**config.mk**
```make
export PLATFORM = sky130hd
export DESIGN_NAME = voice_flap_trigger
export DESIGN_NICKNAME = d
export VERILOG_FILES = /design/src/rtl/voice_flap_trigger.sv
export SDC_FILE = /design/constraint.sdc
export NUM_CORES = 1
export LEC_CHECK = 0
export ABC_AREA = 1
export CORE_ASPECT_RATIO = 1.2
export CORE_UTILIZATION = 55
export CTS_BUF_LIST = sky130_fd_sc_hd__clkbuf_8 sky130_fd_sc_hd__clkbuf_16
export DETAILED_ROUTE_END_ITERATION = 8
export HOLD_SLACK_MARGIN = 0.05
export PLACE_DENSITY = 0.78
export SETUP_SLACK_MARGIN = 0.15
export SYNTH_ARGS = -nofsm -noshare
export SYNTH_HDL_FRONTEND = slang
export SYNTH_SLANG_ARGS = --single-unit
```
**constraint.sdc**
```tcl
create_clock -name clk -period 2.94 [get_ports clk]
set_input_delay 0.441 -clock clk [delete_from_list [all_inputs] [get_ports clk]]
set_output_delay 0.441 -clock clk [all_outputs]
set_load 0.02 [all_outputs]
```
**src/rtl/voice_flap_trigger.sv**
```systemverilog
// Turns a stream of audio samples into a level-sensitive flap enable.
// The mean absolute amplitude of each fixed-length window sets a loud flag
// with hysteresis. A loud window while armed starts a flap that lasts a fixed
// number of game ticks. A cooldown follows, and the trigger re-arms only
// after the input has gone quiet again.
module voice_flap_trigger #(
  parameter int                   SAMPLE_W   = 24,
  parameter int                   WIN_LOG2   = 8,
  parameter logic [SAMPLE_W-1:0]  THRESH_ON  = 24'd40000,
  parameter logic [SAMPLE_W-1:0]  THRESH_OFF = 24'd20000,
  parameter int                   HOLD_TICKS = 8,
  parameter int                   COOL_TICKS = 4
) (
  input  logic                clk,
  input  logic                reset,
  input  logic                sample_valid,
  input  logic [SAMPLE_W-1:0] sample_data,
  input  logic                tick,
  output logic                cycle,
  output logic [7:0]          level,
  output logic                win_done,
  output logic                armed
);

  localparam int                  ACC_W    = SAMPLE_W + WIN_LOG2;
  localparam logic [SAMPLE_W-1:0] S_MIN    = {1'b1, {(SAMPLE_W-1){1'b0}}};
  localparam logic [SAMPLE_W-1:0] MAG_MAX  = {1'b0, {(SAMPLE_W-1){1'b1}}};
  localparam logic [WIN_LOG2-1:0] WIN_LAST = '1;

  typedef enum logic [1:0] {QUIET, FLAP, COOLDOWN} state_e;

  state_e              state_q, state_d;
  logic [ACC_W-1:0]    acc_q, acc_d;
  logic [WIN_LOG2-1:0] win_cnt_q, win_cnt_d;
  logic                loud_q, loud_d;
  logic [7:0]          level_q, level_d;
  logic                win_done_q, win_done_d;
  logic [7:0]          hold_cnt_q, hold_cnt_d;
  logic [7:0]          cool_cnt_q, cool_cnt_d;

  logic [SAMPLE_W-1:0] mag;
  logic [ACC_W-1:0]    acc_sum;
  logic [SAMPLE_W-1:0] mean;

  // Absolute value of the sample; the most negative code has no positive twin, so it saturates.
  always_comb begin
    if (sample_data == S_MIN) begin
      mag = MAG_MAX;
    end else if (sample_data[SAMPLE_W-1]) begin
      mag = -sample_data;
    end else begin
      mag = sample_data;
    end
  end

  assign acc_sum = acc_q + ACC_W'(mag);
  assign mean    = acc_sum[ACC_W-1:WIN_LOG2];

  // Window accumulation, level capture and the hysteretic loud flag.
  always_comb begin
    // NOTE: every output of a combinational block gets a default first, so no path can infer a latch.
    acc_d      = acc_q;
    win_cnt_d  = win_cnt_q;
    loud_d     = loud_q;
    level_d    = level_q;
    win_done_d = 1'b0;
    if (sample_valid) begin
      win_cnt_d = win_cnt_q + 1'b1;
      if (win_cnt_q == WIN_LAST) begin
        acc_d      = '0;
        level_d    = mean[SAMPLE_W-2 -: 8];
        win_done_d = 1'b1;
        if (mean >= THRESH_ON) begin
          loud_d = 1'b1;
        end else if (mean < THRESH_OFF) begin
          loud_d = 1'b0;
        end
      end else begin
        acc_d = acc_sum;
      end
    end
  end

  // Flap sequencing. It acts on the registered window result, one clock after the window closes.
  always_comb begin
    state_d    = state_q;
    hold_cnt_d = hold_cnt_q;
    cool_cnt_d = cool_cnt_q;
    unique case (state_q)
      QUIET: begin
        if (win_done_q && loud_q) begin
          state_d    = FLAP;
          hold_cnt_d = 8'(HOLD_TICKS);
        end
      end
      FLAP: begin
        if (tick) begin
          if (hold_cnt_q == 8'd1) begin
            state_d    = COOLDOWN;
            cool_cnt_d = 8'(COOL_TICKS);
          end else begin
            hold_cnt_d = hold_cnt_q - 8'd1;
          end
        end
      end
      COOLDOWN: begin
        if (cool_cnt_q == 8'd0) begin
          if (!loud_q) begin
            state_d = QUIET;
          end
        end else if (tick) begin
          cool_cnt_d = cool_cnt_q - 8'd1;
        end
      end
      default: state_d = QUIET;
    endcase
  end

  // State registers with synchronous reset; reset discards any partial window.
  always_ff @(posedge clk) begin
    // NOTE: sequential state uses non-blocking assignments so all flops update together at the edge.
    if (reset) begin
      state_q    <= QUIET;
      acc_q      <= '0;
      win_cnt_q  <= '0;
      loud_q     <= 1'b0;
      level_q    <= 8'd0;
      win_done_q <= 1'b0;
      hold_cnt_q <= 8'd0;
      cool_cnt_q <= 8'd0;
    end else begin
      state_q    <= state_d;
      acc_q      <= acc_d;
      win_cnt_q  <= win_cnt_d;
      loud_q     <= loud_d;
      level_q    <= level_d;
      win_done_q <= win_done_d;
      hold_cnt_q <= hold_cnt_d;
      cool_cnt_q <= cool_cnt_d;
    end
  end

  assign cycle    = (state_q == FLAP);
  assign armed    = (state_q == QUIET);
  assign level    = level_q;
  assign win_done = win_done_q;

endmodule
```
==> results by group, run 1 <==
Place
  – HPWL after DPL: about 13 mm
  – DP Cell Count: 1271
  – Routability cong.: just under 1
  – IO buf count: 38

Logic synthesis
  – Seq cells post-synth: slightly below 70
  – Seq/Total Area, Yosys: between 20% and 30%
  – Post-Syn Area: 0.00575 mm2
  – Mean Syn Cell Area: 5.75 um2
  – Yosys warns: 0
  – Top cell type's share of synthesized area: 23.7%
  – Post-synthesis cell count: 1000
  – Unique cell type count in the Yosys netlist: 39
  – Yosys top cell by area: dfxtp_1
  – Syn Nets: roughly 1100
  – Dominant cells by area after synthesis: dfxtp_1 24%, nand2_1 23%, inv_1 10%

Clocking
  – H-Tree Depth: 3
  – Clock Sinks: 68
  – Root Driver: clkbuf_16
  – CTS max path bufs: 2
  – Inserted Clock Buffers: 9

STA
  – WEP type: sequential cell input
  – Worst EP post-GRT repair: loud_q$_SDFFE_PP0P_/D

Outcome
  – Status: stopped before the end
  – Last stage: global routing
  – Run-stopping error: [ERROR GRT-0232] Routing congestion too high. Check the congestion heatmap in the GUI.

Floorplanning
  – DIE WIDTH: about 95 um
  – Core Rows: 40
  – Io pins: 39
  – Initial core utilization: 56.8%
  – Die Y: 114 um

GRT
  – Largest net degree at the start of global routing: 44
  – Gr ovfl total: 33
  – GRT Total Usage: roughly 70%
-- Yosys cell counts, drive strengths merged --
cell type / number
a211oi: 2
a21boi: 1
a21o: 1
a21oi: 67
a31oi: 4
and2: 2
buf: 3
clkbuf: 15
clkinv: 1
dfxtp: 68
fa: 1
ha: 33
inv: 160
nand2: 352
nand3: 65
nand3b: 11
nand4: 12
nor2: 101
nor3: 24
nor3b: 3
nor4: 4
o211ai: 6
o21a: 3
o21ai: 28
o21bai: 2
o22ai: 1
or2: 10
xnor2: 5
xor2: 15
-- what timing repair did --
item                                    in CTS
hold endpoints to repair                     0
setup buffers                               22
hold buffers                                 0
gates cloned                                 1
endpoints found under the setup margin      40
gates resized for setup                    256
pin swaps                                   92
-- routing by layer --
metal  track usage [%]  GRT overflow
met1              70.2             0
met4              74.1            12
met3              51.0             0
met2              89.7            21
met5              20.1             0
-- stage by stage --
stage	TNS, ns	cell area (um2)	setup WS [ns]	utilization (%)	hold WS (ns)
3_5_place_dp	-38.54	7370	-1.37	72.9	0.462
3_3_place_gp	-36.25	7370	-1.35	72.9	0.454
2_1_floorplan	-0.118	5970	-0.118	-	0.443
4_1_cts	-2.66	8730	-0.357	86.3	0.470
-- kinds of logic after synthesis --
group           Yosys count  share of synthesized area (%)
flops                    68                           23.7
buf+inv                 179                           11.8
fa+ha+maj                34                           7.53
simple gates            584                           43.0
compound gates          115                           10.8
xor+xnor                 20                           3.18
==> inputs of run 2 (changes only) <==
==> config.mk (replaced) <==
export PLATFORM = sky130hd
export DESIGN_NAME = voice_flap_trigger
export DESIGN_NICKNAME = d
export VERILOG_FILES = /design/src/rtl/voice_flap_trigger.sv
export SDC_FILE = /design/constraint.sdc
export NUM_CORES = 1
export LEC_CHECK = 0
export ABC_AREA = 1
export CORE_UTILIZATION = 40
export DETAILED_ROUTE_END_ITERATION = 8
export PLACE_DENSITY_LB_ADDON = 0.15
export SYNTH_ARGS = -nofsm -noshare
export SYNTH_HDL_FRONTEND = slang
export SYNTH_SLANG_ARGS = --single-unit
==> constraint.sdc (replaced) <==
create_clock -name clk -period 3.8 [get_ports clk]
set_input_delay 0.57 -clock clk [delete_from_list [all_inputs] [get_ports clk]]
set_output_delay 0.57 -clock clk [all_outputs]
set_load 0.02 [all_outputs]
==> results by group, run 2 <==
Logic synthesis
  – Top cell type's share of synthesized area: 23.7% (unchanged)
  – Top_reg_cell synth: dfxtp_1
  – Async S/R FF share, synth: 0% (unchanged)
  – Dominant cells by area after synthesis: dfxtp_1 24%, nand2_1 23%, inv_1 10%
  – Leading cell types by count after synthesis: 346 x nand2_1, 158 x inv_1, 96 x nor2_1
  – Seq/Total Area, Yosys: 23.7% (unchanged)
  – Complex-gate fraction of the synthesized area: 10.8% (unchanged)
  – Mean Syn Cell Area: 5.75 um2 (unchanged)
  – Post-synthesis cell count: 1000 (unchanged)
  – Seq cells post-synth: 68 (unchanged)
  – Post-Synth Simple-Gate Area: 43.0% (unchanged)
  – Count leader, synth: nand2_1
  – Synth Area in XOR/XNOR: 3.18% (unchanged)
  – Main combinational cell family by area after synthesis: simple AND/OR/NAND/NOR gates
  – Multiplexer share of the synthesized area: 0% (unchanged)
  – Yosys top cell by area: dfxtp_1
  – Post-Syn Area: 0.00575 mm2 (unchanged)
  – Unique cell type count in the Yosys netlist: 39 (unchanged)
  – Post-synthesis adder-cell area fraction: 7.53% (unchanged)
  – Yosys warns: 0 (unchanged)
  – Number of flops mapped to enable cells by yosys: 0 (unchanged)
  – Syn Nets: 1062 (unchanged)

Cells and area
  – Commonest non-fill, non-tap cell in the layout: nand2_1
  – Nets: about 1200
  – Post-synthesis to final-layout area growth: 43.4%
  – Share of layout cells above drive strength 1: between 20% and 30%
  – Most flops, register: acc_q
  – Design Area, Final: ~0.0082 mm2
  – Most frequent cells in the layout: 329 x nand2_1, 153 x inv_1, 153 x buf_4
  – Largest register FFs: 32
  – FILL cells: 1366
  – Number of antenna diodes: 0
  – Layout Cells excl Fill: between 1000 and 1500

Clocking
  – Clock Latency Late Sink: 0.34 ns
  – CTS tree: yes
  – Inserted Clock Buffers: 9 (unchanged)
  – Root Driver: clkbuf_16
  – CTS max path bufs: 2 (unchanged)
  – Worst-path clk slew: 0.05 ns
  – Clock Sinks: 68 (unchanged)
  – H-Tree Depth: 3 (unchanged)

Worst setup path
  – Critical path fanouts, max: 3
  – Crit path launch type: primary input
  – Critical path class: in -> reg
  – CP required: slightly above 4 ns
  – Worst path max stage delay: roughly 0.23 ns
  – Family with the most delay on the worst path: simple AND/OR/NAND/NOR gates
  – Worst path most repeated cell: nand2_2
  – Worst path slowest cell: nor4_4
  – Buf/Inv on CP: 5
  – WP data arrival: 3.85 ns
  – CP Capture Type: flop

Place
  – Placed cell areas: 0.00736 mm2 (-0.25%)
  – DP Cell Count: 1342 (+5.6%)
  – HPWL after DPL: 13.3 mm (+3.5%)
  – IO buf count: 38 (unchanged)
  – Routability cong.: 0.923 (-5.0%)
  – DP Worst Slack: -0.639 ns (+0.732 ns)

STA
  – Worst-Margin Slew: 0.527 ns
  – Fmax achieved: ~280 MHz
  – Final setup margin: ~0.23 ns
  – Period Utilization, post-route: 93.9%
  – Slew HR: approximately two thirds
  – Final slew viol count: 0
  – Final setup TNS: 0 ns
  – Fin. Hold Viols: 0
  – Final Setup Violations: 0
  – Min cycle time layout: about 3.6 ns
  – Clock skew: just over 0.007 ns

Power and ir drop
  – Net Switching: 989 uW
  – P_int: 1860 uW
  – Combinational fraction of design power: between 40% and 50%
  – Peak supply drop: roughly 0.00024 V
  – Leak Pwr: around 0.0042 uW
  – PnR Total Power: 2850 uW
  – Sw Ratio: 34.7%
  – Seq pwr share: between 20 and 30%
  – Clk pwr share: 31.5%
  – Power Dens Cells: approximately 350 mW/mm2

Floorplanning
  – Die area: 0.0148 mm2
  – DIE WIDTH: 122 um (+28%)
  – Die Y: 122 um (+6.9%)
  – Core Area: roughly 0.014 mm2
  – Initial core utilization: 41.2% (-16 points)
  – Io pins: 39 (unchanged)
  – Core Rows: 43 (+7.5%)

Run
  – Max Cap Violations: 0

Outcome
  – Status: finished clean

GRT
  – Vias in the first global route: just over 6000
  – GRT Total Usage: between 20 and 25%
  – Initial antenna violation count: 0
  – First-pass GRT wire length: approximately 28 mm
  – Gr ovfl total: 0
  – Largest net degree at the start of global routing: 45

Route
  – Detail Route Antenna Nets: 0
  – DR vias: ~6700
  – Drt via density: slightly below 5
  – Routed WL: ~18 mm
  – Residual DRC: 0
  – Drt pass-1 iters: 5
  – Wire per inst: 13.1 um
  – Drt initial violations: between 400 and 500

Hold path
  – Hold/Removal Path Class: reg -> reg
[run 2: tightest hold or removal path: stages (launching register included)]
cell	delay (ns)
dfxtp_1	0.30
nand2_1	0.06
a21oi_1	0.06
[run 2: cell families (layout without fill, tap and decap cells)]
| logic type | Yosys count | after routing |
|---|---|---|
| AND/OR/NAND/NOR | 584 | 584 |
| adder cells (fa/ha/maj) | 34 | 34 |
| buffers and inverters | 179 | 368 |
| XOR/XNOR | 20 | 20 |
| flip-flops | 68 | 68 |
| AO/OA/AOI/OAI | 115 | 115 |
[run 2: metal layers]
| metal | vias to the layer above | wire length (um) | global-route usage (%) |
|---|---|---|---|
| met3 | 28 | 644 | 4.40 |
| li1 | 3514 | - | - |
| met5 | - | 0 | 0 |
| met4 | 0 | 363 | 7.48 |
| met2 | 131 | 8370 | 40.5 |
| met1 | 3056 | 8490 | 31.4 |
[run 2: final cells by class]
class | instances | area, um2 | share of cell area [%]
repair buffers | 192 | 1570 | 19.0
flip-flops and latches | 68 | 1360 | 16.5
clock inverters | 5 | 77.6 | 0.941
well taps | 180 | 225 | 2.73
inverters | 161 | 604 | 7.33
clock buffers | 10 | 229 | 2.78
multi-input cells | 753 | 4180 | 50.7
[run 2: final timing paths]
path	depth (start not counted)	endpoint	slack (ns)	start
max	28	loud_q	0.23	sample_data[0]
min	2	cool_cnt_q[0]	0.47	cool_cnt_q[0]
min reg2reg	2	cool_cnt_q[0]	0.47	cool_cnt_q[0]
max reg2reg	17	loud_q	1.49	acc_q[7]
[run 2: stage by stage]
step	hold slack (ns)	util [%]
after global placement	0.458	52.8
after floorplan	0.443	-
after detailed placement	0.464	52.8
after CTS	0.472	56.0
final	0.468	59.1
after global routing	0.477	59.1
[run 2: power by group through the flow]
stage | Clock [uW] | Sequential [uW] | Combinational [uW]
finish | 897 | 784 | 1170
floorplan | 0 | 786 | 559
global route | 941 | 788 | 1290
detailed placement | 0 | 793 | 1040
global placement | 0 | 793 | 1040
CTS | 915 | 780 | 1070
[run 2: repair_timing]
item	in CTS	in global routing
buffers inserted	4	8
hold buffers	0	0
resized for setup	23	91
pin swaps	6	31
endpoints found under the setup margin	14	29
cloned	0	0
Note: power is estimated with default switching activity, not from simulation.
